<file path="src/rtl/knn_pkg.sv">
// Shared types for the k-nearest-neighbour top-K selector and voter.
// The entry/list types are fixed-width here; the top checks its width parameters against them.
package knn_pkg;

   localparam int SUM_W = 10;
   localparam int LBL_W = 10;

   typedef logic [SUM_W-1:0] sum_t;
   typedef logic [LBL_W-1:0] lbl_t;

   typedef struct packed {
      logic valid;
      sum_t sum;
      lbl_t lbl;
   } topk_entry_t;

   typedef enum logic [1:0] {IDLE, SCAN, VOTE, FIN} state_t;

   localparam sum_t SUM_MAX = '1;

   localparam topk_entry_t EMPTY_ENTRY = '{valid: 1'b0, sum: SUM_MAX, lbl: '0};

endpackage

</file>
<file path="src/rtl/knn_topk_ins.sv">
// One-step sorted insertion into an ascending top-K list; combinational only.
// Ties keep the incumbent ahead, so earlier candidates win on equal sums.
module knn_topk_ins
   import knn_pkg::*;
#(
   parameter int K = 3
) (
   input  topk_entry_t [K-1:0] list_i,
   input  topk_entry_t         cand_i,
   output topk_entry_t [K-1:0] list_o
);

   // ins[i]: candidate belongs at or above slot i; monotone because valid entries are a sorted prefix
   logic [K-1:0] ins;

   genvar i;
   generate
      for (i = 0; i < K; i++) begin : g_slot
         assign ins[i] = !list_i[i].valid || (cand_i.sum < list_i[i].sum);
         if (i == 0) begin : g_head
            assign list_o[i] = ins[i] ? cand_i : list_i[i];
         end else begin : g_tail
            assign list_o[i] = !ins[i]    ? list_i[i]   :
                               ins[i-1]   ? list_i[i-1] : cand_i;
         end
      end
   endgenerate

endmodule

</file>
<file path="src/rtl/knn_topk_vote.sv">
// Captures distance sums and labels, keeps the K smallest via serial insertion,
// then majority-votes over their labels and reports label, vote count and nearest sum.
module knn_topk_vote
   import knn_pkg::*;
#(
   parameter int SUM_LEN  = 10,
   parameter int LBL_LEN  = 10,
   parameter int VECT_NUM = 6,
   parameter int K        = 3
) (
   input  logic                     clk,
   input  logic                     rst_n,
   input  logic                     start,
   input  logic [SUM_LEN-1:0]       inS [VECT_NUM],
   input  logic [LBL_LEN-1:0]       inL [VECT_NUM],
   output logic                     busy,
   output logic                     done,
   output logic [LBL_LEN-1:0]       outL,
   output logic [$clog2(K+1)-1:0]   outCnt,
   output logic [SUM_LEN-1:0]       outS
);

   localparam int IDX_W = (VECT_NUM > 1) ? $clog2(VECT_NUM) : 1;
   localparam int J_W   = (K > 1) ? $clog2(K) : 1;
   localparam int CNT_W = $clog2(K+1);

   generate
      if (K < 1 || K > VECT_NUM) begin : g_bad_k
         $error("knn_topk_vote: K must be in 1..VECT_NUM");
      end
      if (SUM_LEN != SUM_W || LBL_LEN != LBL_W) begin : g_bad_w
         $error("knn_topk_vote: SUM_LEN/LBL_LEN must match knn_pkg widths");
      end
   endgenerate

   state_t                 state_q;
   logic [IDX_W-1:0]       idx_q;
   logic [J_W-1:0]         j_q;
   sum_t                   shS_q [VECT_NUM];
   lbl_t                   shL_q [VECT_NUM];
   topk_entry_t [K-1:0]    list_q, list_d;
   topk_entry_t            cand;
   lbl_t                   best_lbl_q;
   logic [CNT_W-1:0]       best_cnt_q, cnt_j;

   logic                   busy_q, done_q;
   lbl_t                   outL_q;
   logic [CNT_W-1:0]       outCnt_q;
   sum_t                   outS_q;

   assign busy   = busy_q;
   assign done   = done_q;
   assign outL   = outL_q;
   assign outCnt = outCnt_q;
   assign outS   = outS_q;

   always_comb begin
      cand       = EMPTY_ENTRY;
      cand.valid = 1'b1;
      cand.sum   = shS_q[idx_q];
      cand.lbl   = shL_q[idx_q];
   end

   knn_topk_ins #(.K(K)) u_ins (
      .list_i (list_q),
      .cand_i (cand),
      .list_o (list_d)
   );

   // Votes for list[j]'s label across the whole list
   always_comb begin
      cnt_j = '0;
      for (int i = 0; i < K; i++) begin
         if (list_q[i].valid && (list_q[i].lbl == list_q[j_q].lbl))
            cnt_j = cnt_j + CNT_W'(1);
      end
   end

   always_ff @(posedge clk or negedge rst_n) begin
      if (!rst_n) begin
         state_q    <= IDLE;
         idx_q      <= '0;
         j_q        <= '0;
         best_lbl_q <= '0;
         best_cnt_q <= '0;
         busy_q     <= 1'b0;
         done_q     <= 1'b0;
         outL_q     <= '0;
         outCnt_q   <= '0;
         outS_q     <= '0;
         for (int i = 0; i < VECT_NUM; i++) begin
            shS_q[i] <= '0;
            shL_q[i] <= '0;
         end
         for (int i = 0; i < K; i++) list_q[i] <= EMPTY_ENTRY;
      end else begin
         done_q <= 1'b0;
         case (state_q)
            IDLE: begin
               if (start) begin
                  for (int i = 0; i < VECT_NUM; i++) begin
                     shS_q[i] <= inS[i];
                     shL_q[i] <= inL[i];
                  end
                  for (int i = 0; i < K; i++) list_q[i] <= EMPTY_ENTRY;
                  idx_q   <= '0;
                  busy_q  <= 1'b1;
                  state_q <= SCAN;
               end
            end
            SCAN: begin
               list_q <= list_d;
               if (idx_q == IDX_W'(VECT_NUM-1)) begin
                  j_q        <= '0;
                  best_cnt_q <= '0;
                  best_lbl_q <= '0;
                  state_q    <= VOTE;
               end else begin
                  idx_q <= idx_q + IDX_W'(1);
               end
            end
            VOTE: begin
               // Strict compare: on a tie the nearer entry already holds best
               if (cnt_j > best_cnt_q) begin
                  best_cnt_q <= cnt_j;
                  best_lbl_q <= list_q[j_q].lbl;
               end
               if (j_q == J_W'(K-1)) state_q <= FIN;
               else                  j_q     <= j_q + J_W'(1);
            end
            FIN: begin
               outL_q   <= best_lbl_q;
               outCnt_q <= best_cnt_q;
               outS_q   <= list_q[0].sum;
               done_q   <= 1'b1;
               busy_q   <= 1'b0;
               state_q  <= IDLE;
            end
            default: state_q <= IDLE;
         endcase
      end
   end

endmodule

</file>
<file path="config.mk">
export PLATFORM = sky130hd
export DESIGN_NAME = knn_topk_vote
export DESIGN_NICKNAME = d
export VERILOG_FILES = /design/src/rtl/knn_pkg.sv /design/src/rtl/knn_topk_ins.sv /design/src/rtl/knn_topk_vote.sv
export SDC_FILE = /design/constraint.sdc
export NUM_CORES = 1
export LEC_CHECK = 0
export ABC_AREA = 1
export CAP_MARGIN = 20
export CORE_ASPECT_RATIO = 1.4
export CORE_MARGIN = 1
export CORE_UTILIZATION = 50
export CTS_BUF_LIST = sky130_fd_sc_hd__clkbuf_16
export DETAILED_ROUTE_END_ITERATION = 10
export PLACE_DENSITY_LB_ADDON = 0.2
export SLEW_MARGIN = 20
export SYNTH_ARGS = -nofsm -noshare
export SYNTH_HDL_FRONTEND = slang
export SYNTH_SLANG_ARGS = --single-unit
</file>
<file path="constraint.sdc">
create_clock -name clk -period 3.8 [get_ports clk]
set_input_delay 0.95 -clock clk [delete_from_list [all_inputs] [get_ports clk]]
set_output_delay 0.95 -clock clk [all_outputs]
set_load 0.01 [all_outputs]
</file>
# After elaboration in Yosys (flattened, before gate mapping)
# Index checks and enable logic that the tools add are counted.
[totals]
regBits = 226
latchBits = 0
ramBits = 0
rom_bits = 0
input_bits = 123
output_inout_bits = 24
wordCells = 117
memories = 0
[classes]
n_addsub = 4
n_mul = 0
n_div = 0
magnitude_cmp = 6
n_eq_ne = 17
n_shift = 0
muxes = 36
bitwise_logic = 1
reduce_logical = 22
[op_table]
columns = ["operator", "n"]
rows = [
  ["$pmux W63 S2", 1],
  ["$mux W21", 5],
  ["$mux W10", 7],
  ["$mux W63", 1],
  ["$bmux W10 S3", 2],
  ["$bmux W21 S2", 1],
  ["$eq A10 B10 Y1", 3],
  ["$lt A10 B10 Y1", 3],
  ["$reduce_and A3 Y1", 7],
  ["$pmux W10 S2", 1],
  ["$mux W2", 8],
  ["$ne A2 B2 Y1 const B", 6],
  ["$pmux W2 S2", 2],
  ["$pmux W2 S4", 1],
  ["$add A2 B1 Y2 const B", 3],
  ["$eq A2 B2 Y1 const B", 3],
  ["$mux W3", 2],
  ["$ne A2 B1 Y1 const B", 3],
  ["$pmux W3 S2", 1],
  ["$reduce_bool A2 Y1", 3],
  ["$ge A4 B4 Y1 const B", 1],
  ["$not A3 Y4", 1],
  ["$reduce_and A2 Y1", 2],
  ["$add A3 B1 Y3 const B", 1],
  ["other kinds (10)", 18],
]

# Depth between registers and ports, before layout
# Gate-level depths: netlist of run 1.
[logic_depth]
depth_word = 12
depth_mapped = 23
mapped_depth_nobuf = 22

# Modules after synthesis
# Synthesis of run 1 repeated with hierarchy kept, for this count alone.
[unflattened]
cells_unflattened = 1716
area_unflattened_um2 = 12454.4
[modules_own_cells]
columns = ["module", "instances", "cells_per_inst", "area_per_inst_um2"]
rows = [
  ["knn_topk_vote", 1, 1273, 10323.7],
  ["knn_topk_ins", 1, 443, 2130.8],
]

# Worst setup path after synthesis of run 1
# OpenSTA, ideal clock, no wires.
[synth_timing]
kind = "reg-to-reg"
start = "reg j_q[0]"
end = "reg best_lbl_q[1]"
setup_time_ns = 0.083
arrival_ns = 2.976
t_required_ns = 3.717
slack_ns = 0.741
path_stages_with_launch = 21
synth_period_minus_slack_ns = 3.059
path_cell_list = "dfrtp_1 > inv_2 > buf_2 > nand2_1 > nand3_1 > o21ai_2 > xor2_1 > nor2_1 > o221ai_1 > nor3_2 > inv_2 > ha_1 > nand3_1 > and2_1 > ha_1 > a21oi_1 > a21oi_1 > o21ai_0 > clkbuf_1 > nand2_1 > o21ai_0"
[synth_via]
elab_chain_len = 12
word_cells_on_any_way = 18
[synth_lines]
columns = ["element", "line_no", "text"]
rows = [
  ["from (decl)", "knn_topk_vote.sv:38", "logic [J_W-1:0] j_q;"],
  ["from (signal assigned)", "knn_topk_vote.sv:129", "else j_q <= j_q + J_W'(1);"],
  ["$bmux W21 S2 (*)", "knn_topk_vote.sv:74, knn_topk_vote.sv:126", ""],
  ["$mux W10 (not written as such) (*)", "knn_topk_vote.sv:74, knn_topk_vote.sv:126", ""],
  ["$eq A10 B10 Y1", "knn_topk_vote.sv:74", "if (list_q[i].valid && (list_q[i].lbl == list_q[j_q].lbl))"],
  ["$logic_and A1 B1 Y1", "knn_topk_vote.sv:74", ""],
  ["$mux W1", "knn_topk_vote.sv:74", ""],
  ["$add A2 B1 Y2", "knn_topk_vote.sv:75", "cnt_j = cnt_j + CNT_W'(1);"],
  ["$mux W2", "knn_topk_vote.sv:74", ""],
  ["$add A2 B1 Y2", "knn_topk_vote.sv:75", ""],
  ["$mux W2", "knn_topk_vote.sv:74", ""],
  ["$gt A2 B2 Y1", "knn_topk_vote.sv:124", "if (cnt_j > best_cnt_q) begin"],
  ["$ne A2 B2 Y1 (no line)", "--", ""],
  ["$reduce_and A3 Y1 (no line)", "--", ""],
  ["to (signal assigned)", "knn_topk_vote.sv:126", "best_lbl_q <= list_q[j_q].lbl;"],
  ["to (decl)", "knn_topk_vote.sv:43", "lbl_t best_lbl_q;"],
]
# Every way passes the cells marked *; elsewhere a longest branch is shown, timed or not. The select of a mux whose other input is x is not followed.
# A chain may end at the register's enable or synchronous reset.

# Final worst setup path of run 1
[layout_timing]
start = "reg j_q[0]"
end = "reg best_lbl_q[3]"
# The elaborated chain is that of the path after synthesis.

==> impl_metrics.env, run 1 <==
export IMPL_hold_path_class="in2async"
export IMPL_p_sw_mw=5.41
export IMPL_swShare_pct=44.0
export IMPL_cts_root_buffer_cell="clkbuf_16"
export IMPL_arrival_ns=3.75
export IMPL_status="completed"
export IMPL_min_period_ns=3.38
export IMPL_overflow=0
export IMPL_drc_errors=0
export IMPL_synthArstFlopShare_pct=100
export IMPL_seqPwrFrac_pct=33.8
export IMPL_hold_violations=0
export IMPL_finalSetupTns_ns=0
export IMPL_power_density_nw_per_um2=864
export IMPL_worstPathRequired_ns=4.17
export IMPL_crit_path_max_fanout=12
export IMPL_crit_chain="inv_2 > nand2_2 > o21ai_1 > inv_1 > o2111ai_1 > nor2_1 > nand2_1 > inv_1 > ha_1 > inv_1 > nand2_1 > and2_1 > ha_1 > a21oi_1 > a21oi_1 > o21ai_0 > nor2_1 > inv_1 > o21ai_0"
export IMPL_yosysWarnings=0
export IMPL_max_freq_ghz=0.296
export IMPL_clk_latency_ns=0.51
export IMPL_cts_tree="yes"
export IMPL_ctsResizeCount=0
export IMPL_cts_max_level=1
export IMPL_syn_nets=1740
export IMPL_critPathSlowestCell="dfrtp_1"
export IMPL_ctsHoldBuffers=0
export IMPL_viasPerCell=5.14
export IMPL_seq_area_frac_synth_pct=48.5
export IMPL_fp_dieH_um=183
export IMPL_clkSinkCount=226
export IMPL_synth_top_area_share_pct=41.8
export IMPL_cp_endpoint="best_lbl_q[3]$_DFFE_PN0P_"
export IMPL_synth_most_common_cell="nand2_1"
export IMPL_syn_inst=1578
export IMPL_grt_max_degree=117
export IMPL_nNetsFinal=1866
export IMPL_wire_per_inst_um=14.5
export IMPL_final_util_pct=61.5
export IMPL_hpwlAfterDp_um=21200
export IMPL_synth_common_cells="nand2_1 (682), dfrtp_1 (196), nor2_1 (136), o21ai_0 (98), inv_1 (96)"
export IMPL_first_pass_iters=5
export IMPL_r2r_start="j_q[0]$_DFFE_PN0P_"
export IMPL_routabilityCongestion=0.873
export IMPL_ys_flop_type="dfrtp_1"
export IMPL_wirelength_um=29300
export IMPL_ys_top_cells_by_area="dfrtp_1 (42%), nand2_1 (22%), dfstp_2 (6.7%)"
export IMPL_max_slew_margin_pct=41.2
export IMPL_die_width_um=131
export IMPL_start_util_pct=50.8
export IMPL_fillCellCount=2132
export IMPL_period_share_pct=88.8
export IMPL_synth_area_leader_cell="dfrtp_1"
export IMPL_rr_worst_depth=19
export IMPL_worst_pin_slew_ns=0.881
export IMPL_end_kind="flop"
export IMPL_rr_endpoint="best_lbl_q[3]$_DFFE_PN0P_"
export IMPL_dieArea_um2=24100
export IMPL_cts_buffers=22
export IMPL_comb_power_share_pct=48.6
export IMPL_setup_violations=0
export IMPL_track_usage_pct=24.8
export IMPL_core_um2=23100
export IMPL_slowest_delay_ns=0.40
export IMPL_drt_iter0_markers=608
export IMPL_internal_power_mw=6.88
export IMPL_crit_start="j_q[0]$_DFFE_PN0P_"
export IMPL_cts_clk_slew_worst_paths_ns=0.06
export IMPL_syn_to_final_growth_pct=21.1
export IMPL_clock_path_buffers=3
export IMPL_portBuffers=146
export IMPL_fin_worst_skew_ns=0.0155
export IMPL_antenna_found_initial=0
export IMPL_synth_cell_types=34
export IMPL_maxCapViolations=0
export IMPL_n_antenna_cell=0
export IMPL_num_rows=66
export IMPL_synth_edf_count=0
export IMPL_power_share_clock_pct=17.6
export IMPL_synth_area_per_cell_um2=7.44
export IMPL_final_layout_size_suffix_gt1_share_pct=7.09
export IMPL_slew_viol_final=0
export IMPL_postCtsSetupRepairBufs=0
export IMPL_synth_seq_cells=226
export IMPL_critPathKind="reg2reg"
export IMPL_grt_pass1_wl_um=49100
export IMPL_p_leak_nw=7.29
export IMPL_start_kind="flop"
export IMPL_ant_nets=0
export IMPL_reg2reg_setup_slack_ns=0.42
export IMPL_pin_count=147
export IMPL_rsz0062_at_grt="no"
export IMPL_syn_cell_area_um2=11700
export IMPL_dr_total_vias=10407
export IMPL_path_common_cell="inv_1"
export IMPL_grt_pass1_vias=10177
export IMPL_ir_drop_v=0.000422
layout make-up:
type / instances / area (um2) / share of cell area (%)
Clock buffer: 23 / 576 / 4.05
Clock inverter: 17 / 130 / 0.916
Inverter: 105 / 397 / 2.79
Multi-Input combinational cell: 1167 / 5270 / 37.1
Sequential cell: 226 / 5690 / 40.1
Tap cell: 306 / 383 / 2.69
Timing Repair Buffer: 182 / 1770 / 12.4
state kept, by name, summed over array words and instances, names as in the netlist:
name and cells:
idx_q 3, state_q 2, shL_q 60, best_cnt_q 2, outL 10, done 1
shS_q 60, j_q 2, outS 10, busy 1, list_q 63, outCnt 2
best_lbl_q 10
cells by family (layout without fill, tap and decap cells):
group / after synthesis / after routing / share of synthesized area, %
xor gates and xnor gates: 7 / 7 / 0.522
AOI/OAI and AO/OA: 221 / 221 / 10.3
adders and majority gates: 39 / 39 / 4.16
and+or+nand+nor: 900 / 900 / 29.9
DFF: 226 / 226 / 48.5
buffers and inverters: 185 / 327 / 6.68
power groups by stage:
stage | logic [mW] | registers [mW] | clock network (mW)
after CTS | 6.00 | 4.14 | 2.20
after global placement | 5.83 | 4.15 | 0
after floorplan | 4.13 | 4.03 | 0
after global routing | 6.80 | 4.28 | 2.29
after detailed placement | 5.95 | 4.17 | 0
final | 5.97 | 4.15 | 2.16
metrics by stage:
stage	worst slack, ns	total power [mW]	cell area (um2)	hold WS (ns)	cells
final	0.424	12.3	14200	0.416	2026
after global routing	0.0201	13.4	14200	0.485	2026
after CTS	0.384	12.3	14200	0.462	2026
after detailed placement	0.392	10.1	13500	0.457	1986
after global placement	0.522	9.98	13500	0.454	1986
after floorplan	0.741	8.15	11700	0.441	1578
worst max-delay path: cells and delay by family, from the launching register on:
| family | cells | cell delay (ns) |
|---|---|---|
| AO/OA/AOI/OAI | 6 | 1.03 |
| adder cells (fa/ha/maj) | 2 | 0.46 |
| buffers and inverters | 5 | 0.64 |
| flip-flops | 1 | 0.40 |
| AND/OR/NAND/NOR | 6 | 0.71 |
cells in the final DEF, fill, tap and decap left out, drive strengths merged:
cell and n:
o211ai 5, nor3 5, clkinvlp 1, or2 1, o21a 2, dfstp 30, nand2 686, o221ai 1
dfrtp 196, xor2 7, a21boi 1, ha 39, bufinv 2, o21ai 148, inv 106, clkdlybuf4s50 145
nor2 136, clkbuf 23, and2 1, a31oi 1, o2111ai 1, buf 37, nand3 66, clkinv 13
a21oi 31, nand4 5, o22ai 31
routing by layer:
layer / share of wire (%) / vias up / GRT usage, %
li1: - / 5230 / -
met1: 44 / 4895 / 31.5
met2: 50 / 238 / 44.7
met3: 3.6 / 44 / 2.38
met4: 2.5 / 0 / 7.30
met5: 0 / - / 0
how the worst min path moves through the flow:
stage	startpoint	endpoint	cells past startpoint
finish	rst_n	outS[4]$_DFFE_PN0P_	1
detailed placement	outL[9]$_DFFE_PN0P_	outL[9]$_DFFE_PN0P_	2
global route	rst_n	outS[5]$_DFFE_PN0P_	1
floorplan	shS_q[10]$_DFFE_PN0P_	shS_q[10]$_DFFE_PN0P_	2
CTS	rst_n	outS[4]$_DFFE_PN0P_	1
global placement	outS[0]$_DFFE_PN0P_	outS[0]$_DFFE_PN0P_	2
No activity file was read; power rests on OpenSTA's default activity.
==> run 2: changes to the inputs <==
Settings changed: CTS_CLUSTER_DIAMETER set to 120.
==> results of run 2 <==
Same layout as run 1: the final DEF is identical, and so are final timing and power.
==> run 3: changes to the inputs <==
Settings changed: CAP_MARGIN 20 to 10, REMOVE_ABC_BUFFERS set to 1.
==> run 3 against run 2 <==
Effect of this change:
- clock-buffer cell count unchanged
- register-to-register slack got worse by 0.07 ns
- maximum frequency decreased by 2.0%
- largest cell class unchanged
- highest routed layer unchanged
- utilization about the same
- first-iteration DRC count increased by 8.1%
- clock power about the same
- routed wire length decreased by 1.2%
- hold slack got worse by 0.018 ns
- non-clock buffer count decreased by 3
==> impl_metrics.env, run 3 (synthesized netlist as in run 1, its figures left out) <==
export IMPL_num_rows=66
export IMPL_ir_drop_v=0.000448
export IMPL_max_freq_ghz=0.290
export IMPL_top_layer_used="met4"
export IMPL_end_kind="flop"
export IMPL_top_regs="list_q x63, shL_q x60, shS_q x60"
export IMPL_grt_pass1_vias=10239
export IMPL_setup_violations=0
export IMPL_die_width_um=131
export IMPL_overflow=0
export IMPL_n_antenna_cell=0
export IMPL_grt_pass1_wl_um=49400
export IMPL_fillCellCount=2156
export IMPL_clock_path_buffers=3
export IMPL_start_kind="flop"
export IMPL_cts_tree="yes"
export IMPL_dp_slack_ns=0.275
export IMPL_syn_to_final_growth_pct=21.1
export IMPL_p_sw_mw=5.37
export IMPL_first_pass_iters=6
export IMPL_clkSinkCount=226
export IMPL_slew_viol_final=0
export IMPL_ant_nets=0
export IMPL_min_period_ns=3.44
export IMPL_maxCapViolations=0
export IMPL_finalSetupTns_ns=0
export IMPL_hpwlAfterDp_um=20500
export IMPL_start_util_pct=50.8
export IMPL_regMostFlops="list_q"
export IMPL_fp_dieH_um=183
export IMPL_p_leak_nw=7.29
export IMPL_worst_slack_ns=0.356
export IMPL_pin_count=147
export IMPL_routabilityCongestion=0.897
export IMPL_wl_met2_um=14200
export IMPL_rsz0062_at_grt="no"
export IMPL_worstPathRequired_ns=4.25
export IMPL_wl_met3_um=1230
export IMPL_drc_errors=0
export IMPL_worst_pin_slew_ns=0.908
export IMPL_critPathKind="reg2reg"
export IMPL_antenna_found_initial=0
export IMPL_layout_cells_most_common="nand2_1"
export IMPL_cts_buffers=23
export IMPL_hold_path_class="in2async"
export IMPL_final_layout_size_suffix_gt1_share_pct=7.16
export IMPL_core_um2=23100
export IMPL_swShare_pct=43.9
export IMPL_power_share_clock_pct=17.8
export IMPL_hold_violations=0
export IMPL_track_usage_pct=24.7
export IMPL_wirelength_um=28900
export IMPL_dieArea_um2=24100
export IMPL_grt_max_degree=127
export IMPL_wire_per_inst_um=14.3
export IMPL_max_slew_margin_pct=39.4
export IMPL_final_cell_area_um2=14200
export IMPL_portBuffers=146
export IMPL_power_density_nw_per_um2=860
export IMPL_viasPerCell=5.16
export IMPL_m1WireLength_um=12800
export IMPL_nNetsFinal=1864
export IMPL_final_util_pct=61.5
export IMPL_period_share_pct=90.6
export IMPL_dpl_cell_area_um2=13500
export IMPL_cts_clk_slew_worst_paths_ns=0.06
export IMPL_clk_latency_ns=0.51
export IMPL_power_mw=12.2
export IMPL_postCtsSetupRepairBufs=0
export IMPL_final_cells=2024
export IMPL_fin_worst_skew_ns=0.0129
export IMPL_dp_cells=1983
export IMPL_largest_reg_flops=63
export IMPL_cts_root_buffer_cell="clkbuf_16"
export IMPL_seqPwrFrac_pct=34.0
export IMPL_layout_common_cells="nand2_1 (681), dfrtp_1 (195), clkdlybuf4s50_1 (145)"
export IMPL_dr_total_vias=10450
export IMPL_comb_power_share_pct=48.2
export IMPL_arrival_ns=3.89
export IMPL_whs_ns=0.398
export IMPL_drt_iter0_markers=657
export IMPL_cts_max_level=1
export IMPL_crit_path_max_fanout=13
export IMPL_internal_power_mw=6.86
export IMPL_status="completed"
## run 3: cell count changes in the layout (fill, tap and decap cells not counted), sizes merged
cell / before / now
buf: 37 / 34
clkinvlp: 1 / 2
## run 3: power by group through the flow
| stage | sequential (mW) | combinational, mW | clock (mW) |
|---|---|---|---|
| after detailed placement | 4.17 | 5.87 | 0 |
| final | 4.15 | 5.89 | 2.18 |
| after floorplan | 4.10 | 3.86 | 0 |
| after global placement | 4.15 | 5.73 | 0 |
| after global routing | 4.28 | 6.73 | 2.32 |
| after CTS | 4.14 | 5.90 | 2.23 |
## run 3: cell type report
cell class              instances  area, um2  area share (%)
inverters                     105        400            2.82
well taps                     306        383            2.69
multi-input cells            1167       5280            37.1
clock inverters                18        139           0.977
flip-flops and latches        226       5690            40.1
repair buffers                179       1740            12.3
clock buffers                  23        576            4.05
## run 3: worst paths after layout
check	depth (start not counted)	startpoint	slack, ns	to
setup / recovery	17	idx_q[2]$_DFFE_PN0P_	0.36	list_q[23]$_DFFE_PN0P_
hold / removal	1	rst_n	0.40	list_q[21]$_DFFE_PN0P_
setup reg to reg	17	idx_q[2]$_DFFE_PN0P_	0.36	list_q[23]$_DFFE_PN0P_
hold reg to reg	2	outL[3]$_DFFE_PN0P_	0.47	outL[3]$_DFFE_PN0P_
max in group asynchronous	2	rst_n	2.55	shL_q[4]$_DFFE_PN0P_
min in group clk	2	outL[3]$_DFFE_PN0P_	0.47	outL[3]$_DFFE_PN0P_
## run 3: critical path, cell delays in order, from the launching register on
cell	delay [ns]
dfrtp_1	0.39
inv_2	0.05
nor2_1	0.34
buf_4	0.24
o21ai_0	0.09
o21ai_1	0.47
ha_1	0.34
nand2_1	0.07
inv_1	0.04
nand3_1	0.09
inv_1	0.05
a21oi_1	0.21
nand2_2	0.22
nand2_2	0.14
nand3_2	0.22
inv_2	0.26
nand2_1	0.08
nand2_1	0.06
## run 3: metal layers
layer  vias up  GRT usage, %
li1       5234             -
met1      4883          31.9
met2       281          43.4
met3        52          2.63
met4         0          7.95
met5         -             0
## run 3: what timing repair did
item	CTS	global route
resized for setup	0	4
setup endpoints to repair	0	20
hold buffers	0	0
